==> src/rtl/tick_sched_pkg.sv <==
// Shared types and constants for the three-stage tick scheduler.
// Holds the run-state enum, the reset-default moduli and the modulus-to-compare mapping.
package tick_sched_pkg;

  typedef enum logic [1:0] {
    S_STOP = 2'd0,
    S_RUN  = 2'd1,
    S_PEND = 2'd2
  } state_e;

  localparam int unsigned DEF_M0 = 32'd103;
  localparam int unsigned DEF_M1 = 32'd32;
  localparam int unsigned DEF_M2 = 32'd1000;

  // A modulus of 0 means 2^width, so its last count value is all-ones.
  function automatic logic [15:0] mod_to_cmp(input logic [15:0] modulus,
                                             input int unsigned width);
    logic [15:0] all_ones;
    all_ones = 16'((32'd1 << width) - 32'd1);
    if (modulus == 16'd0) begin
      mod_to_cmp = all_ones;
    end else begin
      mod_to_cmp = modulus - 16'd1;
    end
  endfunction

endpackage

==> src/rtl/tick_stage.sv <==
// One modulus counter of the tick chain: counts on enable, wraps at modulus-1.
// The wrap strobe depends only on the registered count, the enable and the modulus.
module tick_stage
  import tick_sched_pkg::*;
#(
  parameter int unsigned W = 8
) (
  input  logic         clk,
  input  logic         rst_n,
  input  logic         enable,
  input  logic         clear,
  input  logic [W-1:0] modulus,
  output logic [W-1:0] count,
  output logic         wrap
);

  localparam logic [W-1:0] ONE = {{(W-1){1'b0}}, 1'b1};

  logic [W-1:0] count_q;
  logic [W-1:0] count_d;
  logic [W-1:0] cmp_s;

  assign cmp_s = W'(mod_to_cmp(16'(modulus), W));
  assign wrap  = enable && (count_q == cmp_s);
  assign count = count_q;

  // Next count: clear dominates, then wrap, then increment.
  always_comb begin
    count_d = count_q;
    if (clear) begin
      count_d = '0;
    end else if (wrap) begin
      count_d = '0;
    end else if (enable) begin
      count_d = count_q + ONE;
    end else begin
      count_d = count_q;
    end
  end

  // Count register.
  always_ff @(posedge clk or negedge rst_n) begin
    if (!rst_n) begin
      count_q <= '0;
    end else begin
      count_q <= count_d;
    end
  end

endmodule

==> src/rtl/tick_scheduler.sv <==
// Run/stop controller for the prescaler / middle / slow tick chain.
// New moduli taken while counting are parked in a shadow copy until the next slow-stage wrap.
module tick_scheduler
  import tick_sched_pkg::*;
#(
  parameter int unsigned W0     = 8,
  parameter int unsigned W1     = 5,
  parameter int unsigned W2     = 10,
  parameter int unsigned DEF_M0 = tick_sched_pkg::DEF_M0,
  parameter int unsigned DEF_M1 = tick_sched_pkg::DEF_M1,
  parameter int unsigned DEF_M2 = tick_sched_pkg::DEF_M2
) (
  input  logic          CLK,
  input  logic          RESETN,
  input  logic          START,
  input  logic          STOP,
  input  logic          CFG_VALID,
  output logic          CFG_READY,
  input  logic [W0-1:0] CFG_M0,
  input  logic [W1-1:0] CFG_M1,
  input  logic [W2-1:0] CFG_M2,
  output logic          TICK0,
  output logic          TICK1,
  output logic          TICK2,
  output logic          RUNNING,
  output logic [W2-1:0] COUNT2
);

  localparam int unsigned MW = W0 + W1 + W2;
  localparam logic [MW-1:0] DEF_MODS = {W2'(DEF_M2), W1'(DEF_M1), W0'(DEF_M0)};

  state_e          state_q;
  state_e          state_d;
  logic [MW-1:0]   live_q;
  logic [MW-1:0]   live_d;
  logic [MW-1:0]   shad_q;
  logic [MW-1:0]   shad_d;
  logic [MW-1:0]   cfg_s;
  logic            running_s;
  logic            ready_s;
  logic            accept_s;
  logic            clear_s;
  logic            tick0_s;
  logic            tick1_s;
  logic            tick2_s;
  logic [W0-1:0]   count0_s;
  logic [W1-1:0]   count1_s;
  logic [W2-1:0]   count2_s;
  logic            unused_counts_s;

  assign cfg_s     = {CFG_M2, CFG_M1, CFG_M0};
  assign running_s = (state_q != S_STOP);
  assign ready_s   = (state_q != S_PEND);
  assign accept_s  = CFG_VALID && ready_s;
  // Leaving RUN/PEND zeroes every stage on the same edge; in STOP they already sit at 0.
  assign clear_s   = running_s && STOP;

  // Only the slow count is exported; the lower counts are internal.
  assign unused_counts_s = ^{count0_s, count1_s};

  tick_stage #(.W(W0)) u_stage0 (
    .clk     (CLK),
    .rst_n   (RESETN),
    .enable  (running_s),
    .clear   (clear_s),
    .modulus (live_q[W0-1:0]),
    .count   (count0_s),
    .wrap    (tick0_s)
  );

  tick_stage #(.W(W1)) u_stage1 (
    .clk     (CLK),
    .rst_n   (RESETN),
    .enable  (tick0_s),
    .clear   (clear_s),
    .modulus (live_q[W0+W1-1:W0]),
    .count   (count1_s),
    .wrap    (tick1_s)
  );

  tick_stage #(.W(W2)) u_stage2 (
    .clk     (CLK),
    .rst_n   (RESETN),
    .enable  (tick1_s),
    .clear   (clear_s),
    .modulus (live_q[MW-1:W0+W1]),
    .count   (count2_s),
    .wrap    (tick2_s)
  );

  // Next state and moduli; STOP outranks START and the RUN->PEND move, but never loses a config.
  always_comb begin
    state_d = state_q;
    live_d  = live_q;
    shad_d  = shad_q;
    case (state_q)
      S_STOP: begin
        if (accept_s) begin
          live_d = cfg_s;
          shad_d = cfg_s;
        end else begin
          live_d = live_q;
          shad_d = shad_q;
        end
        if (STOP) begin
          state_d = S_STOP;
        end else if (START) begin
          state_d = S_RUN;
        end else begin
          state_d = S_STOP;
        end
      end
      S_RUN: begin
        if (STOP) begin
          state_d = S_STOP;
          if (accept_s) begin
            live_d = cfg_s;
            shad_d = cfg_s;
          end else begin
            live_d = live_q;
            shad_d = shad_q;
          end
        end else if (accept_s) begin
          state_d = S_PEND;
          shad_d  = cfg_s;
        end else begin
          state_d = S_RUN;
        end
      end
      S_PEND: begin
        // Shadow goes live at the slow wrap, or right away when stopping.
        if (STOP) begin
          state_d = S_STOP;
          live_d  = shad_q;
        end else if (tick2_s) begin
          state_d = S_RUN;
          live_d  = shad_q;
        end else begin
          state_d = S_PEND;
        end
      end
      default: begin
        state_d = S_STOP;
        live_d  = DEF_MODS;
        shad_d  = DEF_MODS;
      end
    endcase
  end

  // Control state, live and shadow moduli.
  always_ff @(posedge CLK or negedge RESETN) begin
    if (!RESETN) begin
      state_q <= S_STOP;
      live_q  <= DEF_MODS;
      shad_q  <= DEF_MODS;
    end else begin
      state_q <= state_d;
      live_q  <= live_d;
      shad_q  <= shad_d;
    end
  end

  assign CFG_READY = ready_s;
  assign RUNNING   = running_s;
  assign TICK0     = tick0_s;
  assign TICK1     = tick1_s;
  assign TICK2     = tick2_s;
  assign COUNT2    = count2_s;

endmodule
==> config.mk <==
export PLATFORM = sky130hd
export DESIGN_NAME = tick_scheduler
export DESIGN_NICKNAME = d
export VERILOG_FILES = /design/src/rtl/tick_sched_pkg.sv /design/src/rtl/tick_stage.sv /design/src/rtl/tick_scheduler.sv
export SDC_FILE = /design/constraint.sdc
export NUM_CORES = 1
export LEC_CHECK = 0
export ABC_CLOCK_PERIOD_IN_PS = 3700
export BUFFER_PORTS_ARGS = -buffer_cell sky130_fd_sc_hd__buf_2
export CAP_MARGIN = 5
export CORE_UTILIZATION = 35
export DETAILED_ROUTE_END_ITERATION = 12
export PLACE_DENSITY = 0.61
export SYNTH_ARGS = -nofsm -noshare
export SYNTH_HDL_FRONTEND = slang
export SYNTH_SLANG_ARGS = --single-unit
==> constraint.sdc <==
create_clock -name CLK -period 3.7 [get_ports CLK]
set_input_delay 0.37 -clock CLK [delete_from_list [all_inputs] [get_ports CLK]]
set_output_delay 0.37 -clock CLK [all_outputs]
set_load 0.005 [all_outputs]
After elaboration in Yosys (flattened, before gate mapping)
Index checks and enable logic that the tools add are counted.
Widths: inputs -> output; s select.
{"block": "op_classes", "n_mul": 0, "n_reduce_logical": 16, "mux": 26, "n_eq_ne": 9, "n_addsub": 6, "shift": 0, "div_mod_pow": 0, "bitwise_logic": 1, "magnitude_cmp": 0}
{"operator": "$mux 23", "count": 5}
{"operator": "$pmux 23 s3", "count": 1}
{"operator": "$pmux 23 s2", "count": 1}
{"operator": "$mux 10", "count": 4}
{"operator": "$mux 8", "count": 4}
{"operator": "$mux 5", "count": 4}
{"operator": "$add 10x1->10 const B", "count": 1}
{"operator": "$eq 10x10->1", "count": 1}
{"operator": "$logic_not 10->1", "count": 1}
{"operator": "$sub 10x1->10 const B", "count": 1}
{"operator": "$reduce_bool 3->1", "count": 3}
{"operator": "$add 8x1->8 const B", "count": 1}
{"operator": "$eq 8x8->1", "count": 1}
{"operator": "$logic_not 8->1", "count": 1}
{"operator": "$mux 2", "count": 4}
{"operator": "$sub 8x1->8 const B", "count": 1}
{"operator": "$pmux 2 s3", "count": 1}
{"operator": "$add 5x1->5 const B", "count": 1}
{"operator": "$eq 5x5->1", "count": 1}
{"operator": "$logic_and 1x1->1", "count": 5}
{"operator": "$logic_not 5->1", "count": 1}
{"operator": "$sub 5x1->5 const B", "count": 1}
{"operator": "$ne 2x2->1 const B", "count": 2}
{"operator": "$reduce_and 2->1", "count": 2}
{"operator": "other kinds (9)", "count": 10}
{"block": "word_totals", "latchBits": 0, "ram_bits": 0, "input_bits": 28, "word_cells": 64, "mem_count": 0, "regBits": 71, "output_inout_bits": 15, "mem_bits_ro": 0}

Logic depth before layout (Yosys ltp)
Gate-level depths: netlist (run 1).
{"block": "logic_depth", "depth_word": 9, "mapped_depth": 11}

Cells and area by module
A second synthesis (run 1) with hierarchy kept.
{"block": "unflattened", "cells_unflattened": 485, "area_unflattened_um2": 4948.5}
{"mod": "tick_scheduler", "area_each_um2": 2581.2, "cells_per_inst": 219, "instances": 1, "seq_area_each_um2": 1228.7}
{"mod": "tick_stage (u_stage0)", "area_each_um2": 949.7, "cells_per_inst": 105, "instances": 1, "seq_area_each_um2": 200.2}
{"mod": "tick_stage (u_stage2)", "area_each_um2": 892.1, "cells_per_inst": 108, "instances": 1, "seq_area_each_um2": 250.2}
{"mod": "tick_stage (u_stage1)", "area_each_um2": 525.5, "cells_per_inst": 53, "instances": 1, "seq_area_each_um2": 125.1}

Worst setup path before layout (run 1)
No wires, ideal clock.
{"block": "synth_timing", "kind": "reg2reg", "start": "reg live_q[0]", "end": "reg live_q[15]", "required_ns": 3.575, "path_slack_ns": 0.548, "stages_incl_launch_ff": 12, "arrival_time_ns": 3.027, "cell_sequence": "dfstp_2 > inv_1 > ha_1 > nor2_1 > nor2_1 > a221o_1 > a211o_1 > nor4_4 > nand4_4 > a21oi_4 > buf_12 > mux2_4"}
{"block": "synth_via", "elab_chain_cells": 8, "elab_cells_between_ends": 9}
{"item": "start: declaration", "line": "tick_scheduler.sv:34", "rtl": "logic [MW-1:0] live_q;"}
{"item": "start signal: assignment", "line": "tick_scheduler.sv:158", "rtl": "live_q <= live_d;"}
{"item": "$sub 8x1->8 or $logic_not 8->1 (tied branches)", "line": "tick_sched_pkg.sv:23, tick_sched_pkg.sv:20"}
{"item": "$mux 8 *", "line": "tick_sched_pkg.sv:20", "rtl": "if (modulus == 16'd0) begin"}
{"item": "$eq 8x8->1 *", "line": "tick_stage.sv:24", "rtl": "assign wrap = enable && (count_q == cmp_s);"}
{"item": "$logic_and 1x1->1 * (3 in a row)", "line": "tick_stage.sv:24"}
{"item": "$ne 3x3->1 (no source line) *"}
{"item": "$reduce_and 2->1 (no source line) *"}
Mark *: on every way between the ends. The rest lies on a longest branch, timed or not.
A chain may end at the register's enable or synchronous reset.

Final worst setup path (run 1)
{"block": "layout_timing", "start": "reg live_q[0]", "end": "out TICK2"}
{"block": "layout_via", "elab_chain_cells": 6, "elab_cells_between_ends": 7}
{"item": "$sub 8x1->8 or $logic_not 8->1 (tied branches)", "line": "tick_sched_pkg.sv:23, tick_sched_pkg.sv:20"}
{"item": "$mux 8 *", "line": "tick_sched_pkg.sv:20"}
{"item": "$eq 8x8->1 *", "line": "tick_stage.sv:24"}
{"item": "$logic_and 1x1->1 * (3 in a row)", "line": "tick_stage.sv:24"}
{"item": "end: declaration", "line": "tick_scheduler.sv:24", "rtl": "output logic TICK2,"}
Marks and branches as above.

==> results of run 1 <==
## stage by stage
stage | util, % | hold WS, ns | std cells | total power [mW] | setup WS (ns)
after global placement | 39.2 | 0.462 | 657 | 1.57 | 0.532
after detailed placement | 39.2 | 0.470 | 657 | 1.60 | 0.484
after CTS | 41.5 | 0.247 | 673 | 2.41 | 0.143
final | 41.5 | 0.222 | 673 | 2.38 | 0.173
after floorplan | - | 0.0744 | 460 | 1.46 | 0.548
after global routing | 41.5 | 0.284 | 673 | 2.52 | 0.00854
## power groups by stage
| stage | registers [mW] | clock network [mW] | logic, mW |
|---|---|---|---|
| after floorplan | 1.00 | 0 | 0.452 |
| after global placement | 1.04 | 0 | 0.530 |
| after detailed placement | 1.05 | 0 | 0.543 |
| after CTS | 1.04 | 0.821 | 0.547 |
| after global routing | 1.06 | 0.853 | 0.608 |
| final | 1.04 | 0.797 | 0.542 |
## Yosys cell counts (4+ instances only)
master    count
xnor2_1      15
buf_2         5
mux2_4       13
dfrtp_1      49
xor2_1       22
ha_1          8
nor2_1       53
nand4_1       8
nand3_1       9
o31ai_1       4
o21ai_0      31
o22a_1       11
or4_1         4
dfstp_2      22
inv_1        29
a21oi_1      14
o22ai_1       8
nand2_1      38
nor3_1       10
nor2b_1       4
mux2_2        6
and3_1        4
mux2i_1      16
clkbuf_1     11
## metal layers
metal | GRT usage [%] | wire length [um]
met1 | 21.9 | 4740
met2 | 25.8 | 4450
met3 | 3.44 | 365
met4 | 6.06 | 185
met5 | 0 | 0
## flip-flops by register name (all words and copies together) (netlist names)
signal,cells
u_stage1.count,5
live_q,23
u_stage0.count,8
u_stage2.count,10
shad_q,23
state_q,2
## cells in the final DEF, fill, tap and decap left out, types with 4 or more instances in the layout
cell type   n
nor2_1     53
dfrtp_1    49
buf_2      42
nand2_1    38
o21ai_0    31
inv_1      29
xor2_1     22
dfstp_2    22
mux2i_1    16
xnor2_1    15
a21oi_1    14
mux2_4     13
o22a_1     11
nor3_1     10
nand3_1     9
clkbuf_16   9
nand4_1     8
o22ai_1     8
ha_1        8
buf_4       8
mux2_2      6
nor2b_1     4
o31ai_1     4
or4_1       4
and3_1      4
## cell type report
class,count,area [um^2],share of cell area [%]
sequential,71,1800,35.9
clock buffer,11,243,4.82
clock inverter,5,35.0,0.696
multi-input combinational,337,2350,46.8
timing repair buffer,50,270,5.37
inverter,31,116,2.31
tap,168,210,4.18
## worst paths after layout
| path | to | slack [ns] | depth (start not counted) |
|---|---|---|---|
| max in group asynchronous | live_q[19]$_DFFE_PN1P_ | 2.50 | 2 |
| min | live_q[4]$_DFFE_PN0P_ | 0.22 | 1 |
| min in group CLK | shad_q[1]$_DFFE_PN1P_ | 0.29 | 2 |
| max reg2reg | live_q[13]$_DFFE_PN0P_ | 0.47 | 9 |
| min reg2reg | shad_q[14]$_DFFE_PN0P_ | 0.48 | 2 |
| max | TICK2 | 0.17 | 9 |
## cells by family (layout without fill, tap and decap cells)
group	Yosys count	count (layout)
AOI/OAI and AO/OA	103	103
xor gates and xnor gates	37	37
adders and majority gates	8	8
buffers and inverters	52	97
DFF	71	71
muxes	35	35
and+or+nand+nor	154	154
==> run metrics, run 1 <==
Synth area leader dfrtp_1; Clock Sink Count 71; post-place instance area 0.00475 mm^2; Worst setup SP type flip-flop; fin crit share 95.3%; Leak 2.29 nW; asr flop ratio synth 100%; overflow left after global routing 0; maxcap violations 0; first-pass GRT wire length 16600 um; CTS tree built; Crit-path slowest cell or4_1; starting density of the core 36.3%; Core ar. 0.0121 mm^2; post-synth net total 496; largest net degree at the start of global routing 54; Max Fclk 284 MHz; Pwr per Cell Area 473 mW/mm^2; Antenna Cells 0; vias in the first global route 3392; detailed-route wire length per cell 14.5 um; drt first pass iters 4; Clock H-tree levels 3; Adder-Cell Fraction of Synth Area 2.28%; clock buffer depth 2; Slew @ Worst Pin 1.02 ns; Slew Viols, Final 0; largest fanout on the critical path 7; antenna viol nets, final 0; CP top delay family simple AND/OR/NAND/NOR gates; CP Class reg -> out; Main synth FF type dfrtp_1; Tmin final 3.53 ns; WP data arrival 3.16 ns; # IOs 43; share of total power in combinational logic 22.8%; Worst Setup SP live_q[0]$_DFFE_PN1P_; design area 0.00503 mm^2; Num CTS Buffers 9; CP most frequent cell nor2_1; clk slew on worst S/H paths 0.06 ns; Chip Width 114 um; Filler Cell Count 1221; GR Util All Layers 16.3%; largest family of logic cells by synthesized area simple AND/OR/NAND/NOR gates; die area 0.0130 mm^2; die height 114 um; CTS Root Cell clkbuf_16; share of layout cells above drive strength 1 23.6%; Cell Chain, Critical Path inv_1 -> ha_1 -> nor2_1 -> nor2_1 -> a221o_1 -> a2111o_1 -> or4_1 -> nor2_1 -> buf_2; post-CTS setup buffers 0; cts hold-fix bufs 0; WP buf/inv 2; Final GP Congestion 0.837; initial antenna violation count 0; RSZ-0062 raised after global routing no; endpoints failing setup 0; Via-to-Cell Ratio 5.14; Syn Area/Cell 9.56 um^2; status finished clean; clk_skew 0.00819 ns; synth top area cells dfrtp_1, dfstp_2, nor2_1; # DRC 0; CTS resizes 0; Reg-to-Reg Start live_q[13]$_DFFE_PN0P_; NetSw 0.741 mW; area delta synth->final 14.4%; HP Class in -> async; share of power burned in the clock network 33.5%; setup_tns 0 ns; EDFF count, synth 0; CP required 3.33 ns; power share of the sequential group 43.7%; post-synthesis sequential area ratio 41.0%; xor and xnor fraction of the mapped netlist area 7.37%; Synth Area in Simple Gates 18.1%; Yosys top cell area share 27.9%; Warnings, synthesis 0; via count 3456; # nets final 536; Clk Latency, worst-skew pair 0.34 ns; synthesized area 0.00440 mm^2; Synth Instances 460; Slew HR 31.8%; Worst Setup End Kind output pin; WL final 9740 um; worst IR drop on VDD 0.338 mV; area fraction in compound gates after synthesis 16.1%; CP max stage delay 0.69 ns; Net Sw Frac 31.2%; Fin. Hold Viols 0; Detailed Place HPWL 7360 um; synthesis-stage register bit count 71; Pint 1.64 mW; # port buffers 42; Iter 0 DRT Violations 175; synth unique cells 64; mux contribution to synthesized area 9.62%; Rows 40
(Power assumes the default switching activity.)
==> inputs of run 2 (changes only) <==
--- a/config.mk
+++ b/config.mk
@@ -8,9 +8,12 @@
 export ABC_CLOCK_PERIOD_IN_PS = 3700
 export BUFFER_PORTS_ARGS = -buffer_cell sky130_fd_sc_hd__buf_2
 export CAP_MARGIN = 5
+export CELL_PAD_IN_SITES_DETAIL_PLACEMENT = 0
+export CELL_PAD_IN_SITES_GLOBAL_PLACEMENT = 2
+export CORE_MARGIN = 2
 export CORE_UTILIZATION = 35
 export DETAILED_ROUTE_END_ITERATION = 12
-export PLACE_DENSITY = 0.61
+export PLACE_DENSITY = 0.84
 export SYNTH_ARGS = -nofsm -noshare
 export SYNTH_HDL_FRONTEND = slang
 export SYNTH_SLANG_ARGS = --single-unit
==> run 2 against run 1 <==
Count of clock-buffer cells in the layout fell by 2. Critical endpoint unchanged. Worst setup slack got worse by 0.032 ns. Final area rose by 1.2%. Maximum frequency shrank 0.90%.
==> run metrics, run 2 (same netlist as run 1, synthesis figures left out) <==
area delta synth->final 15.8%; fin crit share 96.2%; hold_ws 0.0709 ns; clock buffer depth 2; clk slew on worst S/H paths 0.06 ns; Fin. Hold Viols 0; starting density of the core 36.2%; largest fanout on the critical path 7; Worst Setup End Kind output pin; largest net degree at the start of global routing 54; WP data arrival 3.19 ns; Slew Viols, Final 0; Rows 40; Leak 2.31 nW; Layout Utilization 41.9%; CTS tree built; most frequent cells in the layout nor2_1, dfrtp_1, buf_2; WL final 10600 um; first-pass GRT wire length 17700 um; Slew @ Worst Pin 0.739 ns; status finished clean; Clock H-tree levels 3; Antenna Cells 0; CTS Root Cell clkbuf_16; Num CTS Buffers 9; endpoints failing setup 0; Detail Route met3 WL 320 um; Detailed Place HPWL 7730 um; post-CTS setup buffers 0; drt first pass iters 4; Clock Sink Count 71; GR Util All Layers 16.9%; commonest non-fill, non-tap cell in the layout nor2_1; CP required 3.33 ns; Core ar. 0.0122 mm^2; share of layout cells above drive strength 1 23.8%; Final GP Congestion 0.786; DR WL met2 4860 um; Tmin final 3.56 ns; M1 WL 5260 um; # DRC 0; maxcap violations 0; cts hold-fix bufs 0; Max Fclk 281 MHz; clk_skew 0.00607 ns; Clk Latency, worst-skew pair 0.34 ns; Iter 0 DRT Violations 168; detailed-route wire length per cell 15.7 um; Via-to-Cell Ratio 5.16; overflow left after global routing 0; HP Class in -> async; # port buffers 42; Filler Cell Count 1208; via count 3471; post-place instance area 0.00477 mm^2; Pwr per Cell Area 502 mW/mm^2; die area 0.0135 mm^2; RSZ-0062 raised after global routing no; die height 116 um; CP Class reg -> out; setup_tns 0 ns; CTS resizes 0; vias in the first global route 3333; antenna viol nets, final 0; initial antenna violation count 0; # IOs 43; # nets final 536; highest routed layer met4; Slew HR 50.3%; Chip Width 116 um; worst IR drop on VDD 0.208 mV; design area 0.00509 mm^2; Worst setup SP type flip-flop
run 2: changes by cell type in the layout (fill, tap and decap cells not counted), sizes merged:
cell | previous run | this run
inv | 29 | 32
clkinvlp | 1 | 2
clkinv | 6 | 2
clkbuf | 11 | 9
bufinv | 0 | 2
run 2: worst max-delay path, cell delays in order, from the launching register on:
cell and delay (ns):
dfstp_2 0.59, inv_1 0.08, ha_1 0.30, nor2_1 0.12, nor2_1 0.05, a221o_1 0.37
a2111o_1 0.41, or4_1 0.67, nor2_1 0.16, buf_2 0.12
run 2: path summary, 6_finish.rpt:
check | startpoint | end | slack (ns) | cells after the start
worst max-delay path | live_q[0]$_DFFE_PN1P_ | TICK2 | 0.14 | 9
worst min-delay path | RESETN | shad_q[3]$_DFFE_PN0P_ | 0.07 | 1
worst max register to register | live_q[0]$_DFFE_PN1P_ | live_q[13]$_DFFE_PN0P_ | 0.44 | 11
worst min register to register | shad_q[3]$_DFFE_PN0P_ | shad_q[3]$_DFFE_PN0P_ | 0.48 | 2
max in group asynchronous | RESETN | live_q[6]$_DFFE_PN1P_ | 2.78 | 2
min in group CLK | CFG_M0[5] | shad_q[5]$_DFFE_PN1P_ | 0.28 | 2
run 2: cell type report:
class / instances / area, um^2 / area share, %
Clock buffer: 9 / 225 / 4.42
Clock inverter: 7 / 101 / 1.99
Inverter: 31 / 116 / 2.29
Multi-Input combinational cell: 337 / 2350 / 46.2
Sequential cell: 71 / 1800 / 35.4
Tap cell: 168 / 210 / 4.13
Timing Repair Buffer: 50 / 283 / 5.55
run 2: stage by stage:
| stage | setup WS (ns) | power (mW) | cells |
|---|---|---|---|
| after floorplan | 0.548 | 1.46 | 460 |
| after global placement | 0.480 | 1.59 | 657 |
| after detailed placement | 0.446 | 1.61 | 657 |
| after CTS | 0.112 | 2.57 | 673 |
| after global routing | 0.0137 | 2.69 | 673 |
| final | 0.141 | 2.55 | 673 |
run 2: power breakdown:
group	internal [mW]	switching, mW	total, mW
clock network	0.597	0.362	0.960
registers	0.911	0.131	1.04
logic	0.258	0.295	0.553
run 2: per-layer routing:
layer	GRT usage [%]	vias to the layer above
met5	0	-
met4	5.56	0
met3	3.11	12
met2	26.8	58
met1	23.4	1687
li1	-	1714
